`config.mk`:
```
export PLATFORM = sky130hd
export DESIGN_NAME = instr_decode_ctrl
export DESIGN_NICKNAME = d
export VERILOG_FILES = /design/src/rtl/instr_decode_pkg.sv /design/src/rtl/instr_decode_ctrl_field_decode.sv /design/src/rtl/instr_decode_ctrl.sv
export SDC_FILE = /design/constraint.sdc
export NUM_CORES = 1
export LEC_CHECK = 0
export CORE_UTILIZATION = 31
export DETAILED_ROUTE_END_ITERATION = 8
export PLACE_DENSITY_LB_ADDON = 0.1
export REMOVE_ABC_BUFFERS = 1
export SETUP_SLACK_MARGIN = 0.02
export SLEW_MARGIN = 20
export SYNTH_ARGS = -nofsm -noshare
export SYNTH_HDL_FRONTEND = slang
export SYNTH_SLANG_ARGS = --single-unit
export TNS_END_PERCENT = 100
```
`constraint.sdc`:
```
create_clock -name Clk -period 1.6 [get_ports Clk]
set_input_delay 0.48 -clock Clk [delete_from_list [all_inputs] [get_ports Clk]]
set_output_delay 0.48 -clock Clk [all_outputs]
set_load 0.02 [all_outputs]
```
`src/rtl/instr_decode_pkg.sv`:
```
`default_nettype none
// +----------------------------------------------------------------------+
// | instr_decode_pkg                                                     |
// | Widths, instruction field positions and FSM encodings.               |
// | Revision: 1.0                                                        |
// +----------------------------------------------------------------------+
package instr_decode_pkg;

  localparam int DATA_W  = 16;
  localparam int REG_AW  = 4;
  localparam int FLAG_W  = 5;
  localparam int IMM_W   = 7;
  localparam int INSTR_W = 16;
  localparam int OPC_W   = 4;

  // Instruction word layout
  localparam int OPC_LSB = 12;
  localparam int RD_LSB  = 8;
  localparam int IBIT    = 7;
  localparam int IMM_LSB = 0;
  localparam int PAD_LSB = 4;
  localparam int PAD_W   = 3;
  localparam int RS_LSB  = 0;

  localparam logic [OPC_W-1:0] OPC_RESERVED = 4'hF;

  localparam logic [1:0] ST_IDLE    = 2'd0;
  localparam logic [1:0] ST_DECODE  = 2'd1;
  localparam logic [1:0] ST_EXEC    = 2'd2;
  localparam logic [1:0] ST_CAPTURE = 2'd3;

  typedef enum logic [1:0] {
    S_IDLE    = ST_IDLE,
    S_DECODE  = ST_DECODE,
    S_EXEC    = ST_EXEC,
    S_CAPTURE = ST_CAPTURE
  } state_t;

endpackage
`default_nettype wire

```
`src/rtl/instr_decode_ctrl_field_decode.sv`:
```
`default_nettype none
// +----------------------------------------------------------------------+
// | instr_field_decode                                                   |
// | Combinational split of the instruction register into ALU controls.   |
// | Revision: 1.0                                                        |
// +----------------------------------------------------------------------+
module instr_field_decode
  import instr_decode_pkg::*;
#(
  parameter int DATA_W_P = DATA_W,
  parameter int REG_AW_P = REG_AW,
  parameter int IMM_W_P  = IMM_W
) (
  input  logic [INSTR_W-1:0]  ir,
  output logic [REG_AW_P-1:0] rdest,
  output logic [REG_AW_P-1:0] rsrc,
  output logic [OPC_W-1:0]    opcode,
  output logic [DATA_W_P-1:0] imm,
  output logic                imm_s,
  output logic                illegal
);

  logic                w_ibit;
  logic [IMM_W_P-1:0]  w_imm_raw;
  logic [PAD_W-1:0]    w_pad;

  assign w_ibit    = ir[IBIT];
  assign w_imm_raw = ir[IMM_LSB +: IMM_W_P];
  assign w_pad     = ir[PAD_LSB +: PAD_W];

  assign opcode = ir[OPC_LSB +: OPC_W];
  assign rdest  = ir[RD_LSB +: REG_AW_P];
  // Immediate forms operate in place: source register is the destination
  assign rsrc   = w_ibit ? ir[RD_LSB +: REG_AW_P] : ir[RS_LSB +: REG_AW_P];
  assign imm_s  = w_ibit;
  assign imm    = w_ibit ? {{(DATA_W_P-IMM_W_P){w_imm_raw[IMM_W_P-1]}}, w_imm_raw}
                         : '0;

  assign illegal = (opcode == OPC_RESERVED) || (!w_ibit && (w_pad != '0));

endmodule
`default_nettype wire

```
`src/rtl/instr_decode_ctrl.sv`:
```
`default_nettype none
// +----------------------------------------------------------------------+
// | instr_decode_ctrl                                                    |
// | Decodes a 16-bit instruction stream into RegFile_Alu control and     |
// | captures each result. Revision: 1.0                                  |
// +----------------------------------------------------------------------+
module instr_decode_ctrl
  import instr_decode_pkg::*;
#(
  parameter int DATA_W_P = DATA_W,
  parameter int REG_AW_P = REG_AW,
  parameter int FLAG_W_P = FLAG_W,
  parameter int IMM_W_P  = IMM_W
) (
  input  logic                Clk,
  input  logic                Rst,
  input  logic [INSTR_W-1:0]  InstrIn,
  input  logic                InstrValid,
  output logic                InstrReady,
  output logic [REG_AW_P-1:0] RdestRegLoc,
  output logic [REG_AW_P-1:0] RsrcRegLoc,
  output logic [OPC_W-1:0]    OpCode,
  output logic [DATA_W_P-1:0] Imm,
  output logic                Imm_s,
  output logic                En,
  input  logic [DATA_W_P-1:0] RdestOut,
  input  logic [FLAG_W_P-1:0] Flags,
  output logic [DATA_W_P-1:0] ResultOut,
  output logic [FLAG_W_P-1:0] FlagsOut,
  output logic                ResultValid,
  output logic                Illegal,
  output logic [15:0]         InstrCount
);

  state_t              r_state;
  state_t              w_state_nxt;
  logic [INSTR_W-1:0]  r_ir;
  logic [DATA_W_P-1:0] r_result;
  logic [FLAG_W_P-1:0] r_flags;
  logic                r_result_valid;
  logic [15:0]         r_instr_count;
  logic                w_accept;
  logic                w_illegal;

  // Fields come straight from IR, so they hold their last value in IDLE
  instr_field_decode #(
    .DATA_W_P (DATA_W_P),
    .REG_AW_P (REG_AW_P),
    .IMM_W_P  (IMM_W_P)
  ) u_field_decode (
    .ir      (r_ir),
    .rdest   (RdestRegLoc),
    .rsrc    (RsrcRegLoc),
    .opcode  (OpCode),
    .imm     (Imm),
    .imm_s   (Imm_s),
    .illegal (w_illegal)
  );

  assign w_accept = InstrValid && InstrReady;

  always_ff @(posedge Clk or negedge Rst) begin
    if (!Rst) begin
      r_state <= S_IDLE;
    end else begin
      r_state <= w_state_nxt;
    end
  end

  always_comb begin
    w_state_nxt = r_state;
    InstrReady  = 1'b0;
    En          = 1'b0;
    Illegal     = 1'b0;
    case (r_state)
      S_IDLE: begin
        InstrReady = 1'b1;
        if (InstrValid) w_state_nxt = S_DECODE;
      end
      S_DECODE: begin
        Illegal     = w_illegal;
        w_state_nxt = w_illegal ? S_IDLE : S_EXEC;
      end
      S_EXEC: begin
        En          = 1'b1;
        w_state_nxt = S_CAPTURE;
      end
      S_CAPTURE: begin
        w_state_nxt = S_IDLE;
      end
      default: begin
        w_state_nxt = S_IDLE;
      end
    endcase
  end

  always_ff @(posedge Clk or negedge Rst) begin
    if (!Rst) begin
      r_ir <= '0;
    end else if (w_accept) begin
      r_ir <= InstrIn;
    end
  end

  // RdestOut already shows the EXEC write while in CAPTURE
  always_ff @(posedge Clk or negedge Rst) begin
    if (!Rst) begin
      r_result       <= '0;
      r_flags        <= '0;
      r_result_valid <= 1'b0;
      r_instr_count  <= '0;
    end else begin
      r_result_valid <= (r_state == S_CAPTURE);
      if (r_state == S_CAPTURE) begin
        r_result      <= RdestOut;
        r_flags       <= Flags;
        r_instr_count <= r_instr_count + 16'd1;
      end
    end
  end

  assign ResultOut   = r_result;
  assign FlagsOut    = r_flags;
  assign ResultValid = r_result_valid;
  assign InstrCount  = r_instr_count;

endmodule
`default_nettype wire

```
[After elaboration in Yosys (flattened, before gate mapping)]
Cells that the tools add are included.
W data, S select, Z words.
Word-level totals
  register bits: 56
  output and inout bits: 70
  logic and storage cells: 26
Operators by class
  add/subtract/negate cells: 1
  equality and inequality tests: 5
  multiplexer cells: 8
  reductions and logical operators: 6
Operators with widths (number)
  $add A16 B1 Y16 const B: 1
  $mux W16: 1
  $pmux W2 S4: 1
  $eq A2 B2 Y1 const B: 2
  $eq A4 B4 Y1 const B: 1
  $mux W2: 2
  $mux W4: 1
  $mux W1: 3
  $reduce_bool A3 Y1: 1
  $eq A2 B1 Y1 const B: 1
  $logic_and A1 B1 Y1: 2
  $logic_not A2 Y1: 1
  $ne A2 B2 Y1 const B: 1
  $logic_not A1 Y1: 1
  $logic_or A1 B1 Y1: 1

[Longest topological paths before layout]
Gate-level depths: netlist (run 1).
  word-level depth: 5
  mapped depth: 5
  depth with buffers taken out: 5

[Hierarchy]
Synthesis (run 1) repeated with hierarchy kept, for this count alone.
Second synthesis, totals
  cells, all modules: 182
  area total of the unflattened synthesis: 2513.7 um2
Modules (own cells, without submodules)
  instr_decode_ctrl: instances 1, cells each 149, area an instance 2248.4 um2, seq. area each 1401.3 um2
  instr_field_decode: instances 1, cells each 33, area an instance 265.3 um2, seq. area each 0.0 um2

[Least setup slack after synthesis (run 1)]
No wires, ideal clock.
  kind: flip-flop to output port
  start point: register r_ir[7]
  end point: output port Imm[10]
  data arrival time: 1.380 ns
  data required time: 1.120 ns
  slack: -0.260 ns
  cell stages (with the launch flop): 4
  buffers on the path: 2
  cell sequence: dfrtp_1 clkbuf_1 and2_1 buf_4
Between the ends
  word-level cells in the longest chain between the ends: 1
RTL lines
  start, declared: line instr_decode_ctrl.sv:37  | logic [INSTR_W-1:0] r_ir;
  start signal, assigned: line instr_decode_ctrl.sv:101  | r_ir <= InstrIn;
  $mux W16: line instr_decode_ctrl_field_decode.sv:36  | assign imm = w_ibit ? {{(DATA_W_P-IMM_W_P){w_imm_raw[IMM_W_P-1]}}, w_imm_raw}
  end, declared: line instr_decode_ctrl.sv:23  | output logic [DATA_W_P-1:0] Imm,
Every way passes these cells.

[Worst setup path in the final report (run 1)]
  start point: register r_ir[7]
  end point: output port RsrcRegLoc[1]
Between the ends
  word-level cells in the longest chain between the ends: 1
RTL lines
  $mux W4: line instr_decode_ctrl_field_decode.sv:34  | assign rsrc = w_ibit ? ir[RD_LSB +: REG_AW_P] : ir[RS_LSB +: REG_AW_P];
  end, declared: line instr_decode_ctrl.sv:21  | output logic [REG_AW_P-1:0] RsrcRegLoc,
Every way passes these cells.

==> impl_results.md, run 1 <==
- Cell count after synthesis: approximately 230
- Vias per inst: about 4.3
- DP HPWL: around 4100 um
- Die Y-Extent: 92.3 um
- Final Net Count: 398
- Std-Cell Rows: 32
- Achievable Freq: about 540 MHz
- Slew Viols, Final: 0
- Critical path startpoint category: flip-flop
- Sequential fraction of the synthesis area: between 50 and 60%
- Cell with the most instances after synthesis: nand2_1
- Final Hold Viols: 0
- Initial antenna violation count: 0
- Final core utilization: between 50% and 60%
- Multi-input gate area: about 1000 sq um
- Power Density: ~1800 nW/um^2
- Total grt overflow: 0
- Failing checks: negative setup slack
- Via count: between 1500 and 2000
- Arr. time, crit path: 1.36 ns
- Ports: between 100 and 150
- Final setup margin: -0.244 ns
- Crit path required time: 1.12 ns
- Synth Register Bits: 56
- Total global-route track usage: about 14%
- N_diodes: 0
- Vias in the first global route: roughly 1900
- CTS Buf Count: 5
- Worst-Margin Slew: about 0.30 ns
- Sequential cell area: ~1400 sq um
- Post-synth EDFFs: 0
- Fin cells: between 400 and 500
- Placed cell count: between 400 and 500
- Synth cell types: 32
- Synth cell count leaders: nand2_1, dfrtp_1, buf_4, mux2_4
- Yosys warning count: 0
- Htree depth: 2
- Fraction of registers with async set/reset: between 90% and 100%
- Layout area overhead: 57.1%
- Largest net degree at the start of global routing: 57
- GPL Wtd Cong: approximately 0.72
- Cell Area, Synth: about 2500 sq um
- CTS tree: done
- Worst-path fanout max: 8
- Post-layout min period: about 1.8 ns
- Die Footprint: 8520 sq um
- Pre-antenna DRT Iters: 4
- Setup Viol. Count Final: 21
- Crit share post-route: 115%
- Clock Skew: 0.00754 ns
- Layout cell share with drive strength beyond 1: a little under a third
- Top-area cell type share of the netlist area: 55.4%
- Clk slew on worst S/H paths: approximately 0.090 ns
- CTS sink cnt: 56
- Worst-Skew Late Latency: 0.30 ns
- Setup slack at placement: -0.385 ns
- Number of port buffers: approximately 110
- Routed wire per std cell: 12.5 um
- Crit path kind: reg2out
- Hold crit path type: in2async
- Worst relative slew slack: around 80%
- CTS max path bufs: 2
- Syn Area/Cell: about 11 sq um
- RSZ-0062 raised after global routing: yes
- First-pass GRT wire length: a little over 9000 um
- Static Leakage: around 2.1 nW
- Routed Antenna Nets: 0
- CP endpoint kind: output port
- Die Wd: roughly 92 um
- Cell taking the most area after synthesis: dfrtp_1
- Synth area leaders: dfrtp_1, nand2_1, mux2_4, buf_4, xnor2_1
- Final WL: around 5700 um
- Peak supply drop: between 1 and 1.5 mV
- Number of max-cap violations: 0
- Clk root buf: clkbuf_8
- Predominant post-synthesis flop cell: dfrtp_1
- Worst hold slack: between 0.15 and 0.2 ns
- Outcome: complete, but fails checks
- CORE AREA: approximately 7800 sq um
- Initial cell density of the core: between 30 and 40%
- Initial DRC count: 62
- Fillers: between 700 and 800
- Final setup TNS: -3.96 ns
- DRC: 0
timing repair:
action / CTS / global route
buffers inserted: 1 / 5
hold buffers: 0 / 0
setup endpoints to repair: 70 / 38
hold endpoints to repair: 0 / 0
resized for setup: 187 / 23
pin swaps: 0 / 3
kinds of logic after synthesis:
logic type / synth area share (%)
buffers and inverters: 7.03
flip-flops: 55.4
multiplexers: 10.4
AND/OR/NAND/NOR: 21.0
AO/OA/AOI/OAI: 0.495
XOR/XNOR: 5.20
adder cells (fa/ha/maj): 0.495
flip-flops by register name, indices dropped and copies added, names as in the netlist, named ones only:
name         cells
InstrCount      16
ResultOut       16
r_ir            16
FlagsOut         5
ResultValid      1
r_state          1
worst max-delay path, cell delays in order, from the launching register on:
cell	delay, ns
dfrtp_2	0.49
buf_6	0.15
mux2_4	0.29
buf_6	0.13
final timing paths:
path	slack [ns]	depth (start not counted)	from	end
max in group asynchronous	1.18	2	Rst	r_ir[7]
min in group Clk	0.47	2	ResultOut[5]	ResultOut[5]
hold reg to reg	0.47	2	ResultOut[5]	ResultOut[5]
hold / removal	0.16	2	Rst	InstrCount[11]
setup / recovery	-0.24	3	r_ir[7]	RsrcRegLoc[1]
setup reg to reg	0.13	6	flip-flop	InstrCount[8]
area by class of cell:
type                    instances  share of cell area [%]
inverters                       2                   0.189
repair buffers                147                    34.2
clock inverters                 1                   0.126
clock buffers                   6                    1.83
well taps                     102                    3.21
flip-flops and latches         56                    35.3
multi-input cells             145                    25.1
power breakdown:
part           internal, mW  switching (mW)  total [mW]  leakage (nW)
clock network         0.299           0.435       0.735        0.0410
logic                  2.17            2.11        4.28          1.32
registers              1.97           0.352        2.32         0.701
total                  4.44            2.90        7.34          2.07
cell usage in the layout (no fill, tap or decap), types with 2 or more instances in the layout:
cell type	instances
and2_4	5
clkdlybuf4s50_1	38
clkdlybuf4s15_2	10
mux2_2	2
nand3_1	4
mux2_1	4
dlygate4sd2_1	34
xnor2_1	8
and3_1	4
buf_4	32
buf_2	8
and2_1	2
clkdlybuf4s15_1	3
nand4_4	2
nor2_1	4
xor2_1	7
buf_6	19
clkbuf_8	5
dfrtp_1	55
mux2_4	14
nand4_1	4
nand2_1	70
buf_12	2
nor3_4	2
layer usage:
metal / global-route usage [%] / vias to the layer above / wire length, um
met3: 4.60 / 6 / 383
met5: 0 / - / 0
li1: - / 970 / -
met2: 23.6 / 62 / 2840
met4: 4.17 / 0 / 89
met1: 16.7 / 923 / 2410
metrics by stage:
stage	power (mW)	cell area [sq um]
6_report	7.34	3970
4_1_cts	7.31	3920
3_3_place_gp	6.64	3840
3_5_place_dp	6.69	3840
2_1_floorplan	4.34	2360
5_1_grt	7.83	3970
Note: power is estimated with default switching activity, not from simulation.
==> run 2: changes to the inputs <==
==> constraint.sdc (replaced) <==
create_clock -name Clk -period 1.7 [get_ports Clk]
set_input_delay 0.51 -clock Clk [delete_from_list [all_inputs] [get_ports Clk]]
set_output_delay 0.51 -clock Clk [all_outputs]
set_load 0.02 [all_outputs]
==> run 2 against run 1 <==
  * The run still ends with negative setup slack left
  * Clock power down 5.6%
  * Final area about the same
  * Total power down 3.9%
  * Global-route usage up 0.60 points
  * Setup slack better by 0.069 ns
  * Sequential power down 6%
  * Utilization about the same
  * Critical path depth unchanged
==> impl_results.md, run 2 (synthesis results as in run 1) <==
- Worst relative slew slack: between 70% and 80%
- N_diodes: 0
- Critical path startpoint category: flip-flop
- Post-layout min period: 1.88 ns
- Vias per inst: around 4.3
- Static Leakage: 2.09 nW
- Final setup margin: -0.176 ns
- Critical path cell sequence: buf_6, mux2_4, buf_6
- Initial antenna violation count: 0
- Crit path kind: reg2out
- Clk slew on worst S/H paths: ~0.090 ns
- Initial DRC count: 47
- R2R depth: 6
- Setup Viol. Count Final: 20
- Peak supply drop: between 1 and 1.5 mV
- Worst-Margin Slew: ~0.3 ns
- CORE AREA: ~7800 sq um
- Total global-route track usage: 14.5%
- Via count: about 2000
- Hold_buf cts: 0
- DRC: 0
- Crit share post-route: 110%
- CTS sink cnt: 56
- Worst-Skew Late Latency: about 0.31 ns
- DP HPWL: 4030 um
- Hold crit path type: in2async
- Number of max-cap violations: 0
- Final core utilization: around 51%
- Slew Viols, Final: 0
- Layout cell share with drive strength beyond 1: between 20 and 30%
- Reg2Reg Capture Point: InstrCount[10]
- Worst-path fanout max: 6
- Failing checks: negative setup slack
- Clk root buf: clkbuf_8
- CP endpoint kind: output port
- Slowest-stage cell, CP: dfrtp_2
- Largest net degree at the start of global routing: 57
- GPL Wtd Cong: between 0.7 and 0.8
- CTS tree: done
- Htree depth: 2
- CP peak stage delay: between 0.4 and 0.5 ns
- First-pass GRT wire length: 9580 um
- Cell mode on critical path: buf_6
- Die Wd: a little over 90 um
- Routed Antenna Nets: 0
- Achievable Freq: 533 MHz
- Layout area overhead: 57.1%
- R2r setup slk: approximately 0.15 ns
- Die Y-Extent: roughly 92 um
- Total grt overflow: 0
- Outcome: complete, but fails checks
- Pre-antenna DRT Iters: 2
- Arr. time, crit path: 1.37 ns
- Setup slack at placement: -0.315 ns
- Power Density: 1770 nW/um^2
- CTS Buf Count: 5
- Routed wire per std cell: 12.7 um
- Die Footprint: between 8000 and 9000 sq um
- Crit path required time: approximately 1.2 ns
- Final Net Count: between 300 and 400
- Ports: 110
- Vias in the first global route: 1955
- Std-Cell Rows: 32
- Clock Skew: 0.00490 ns
- Buf/Inv on CP: 2
- Commonest non-fill, non-tap cell in the layout: nand2_1
- RSZ-0062 raised after global routing: yes
- Number of port buffers: 109
- CTS max path bufs: 2
- Critical path's top delay family: flip-flops
- Final WL: ~5800 um
- Final Hold Viols: 0
- Initial cell density of the core: 32.4%
- Commonest cells after routing, fill and taps aside: nand2_1, dfrtp_1, dlygate4sd2_1, clkdlybuf4s50_1, buf_6
- WP depth: 3
run 2: power by group:
group          switching (mW)  internal [mW]
clock                   0.412          0.282
combinational            2.02           2.15
sequential              0.336           1.85
total                    2.76           4.29
run 2: cell type report:
type	instances	area, sq um
Clock buffer	6	72.6
Clock inverter	1	5.00
Fill cell	762	3830
Inverter	2	7.51
Multi-Input combinational cell	146	1000
Sequential cell	56	1400
Tap cell	102	128
Timing Repair Buffer	144	1350
run 2: worst max-delay path by stage:
stage                 start            end  slack, ns
floorplan           r_ir[7]        Imm[10]      -0.87
global placement    r_ir[7]  RsrcRegLoc[2]      -0.31
detailed placement  r_ir[7]  RsrcRegLoc[1]      -0.31
CTS                 r_ir[7]  RsrcRegLoc[0]      -0.21
global route        r_ir[7]  RsrcRegLoc[2]      -0.21
finish              r_ir[7]  RsrcRegLoc[1]      -0.18
run 2: per-layer routing:
metal	share of wire [%]	vias up	GRT usage, %
li1	-	972	-
met1	43	917	18.8
met2	49	63	23.1
met3	6.1	13	3.78
met4	2.2	0	5.86
met5	0	-	0
run 2: through the flow:
stage | hold slack (ns) | power [mW] | cells | instance area (sq um) | TNS, ns
final | 0.187 | 7.05 | 457 | 3970 | -1.50
after global routing | 0.200 | 7.52 | 457 | 3970 | -2.41
after CTS | 0.197 | 6.81 | 455 | 3860 | -1.80
after detailed placement | 0.462 | 6.30 | 444 | 3820 | -6.71
after global placement | 0.457 | 6.25 | 444 | 3820 | -6.50
after floorplan | 0.214 | 4.09 | 203 | 2360 | -11.75
run 2: repair_timing:
action,in CTS,in global routing
endpoints found under the setup margin,70,29
setup buffers,3,3
pin swaps,0,0
resized for setup,182,41
cloned,1,0
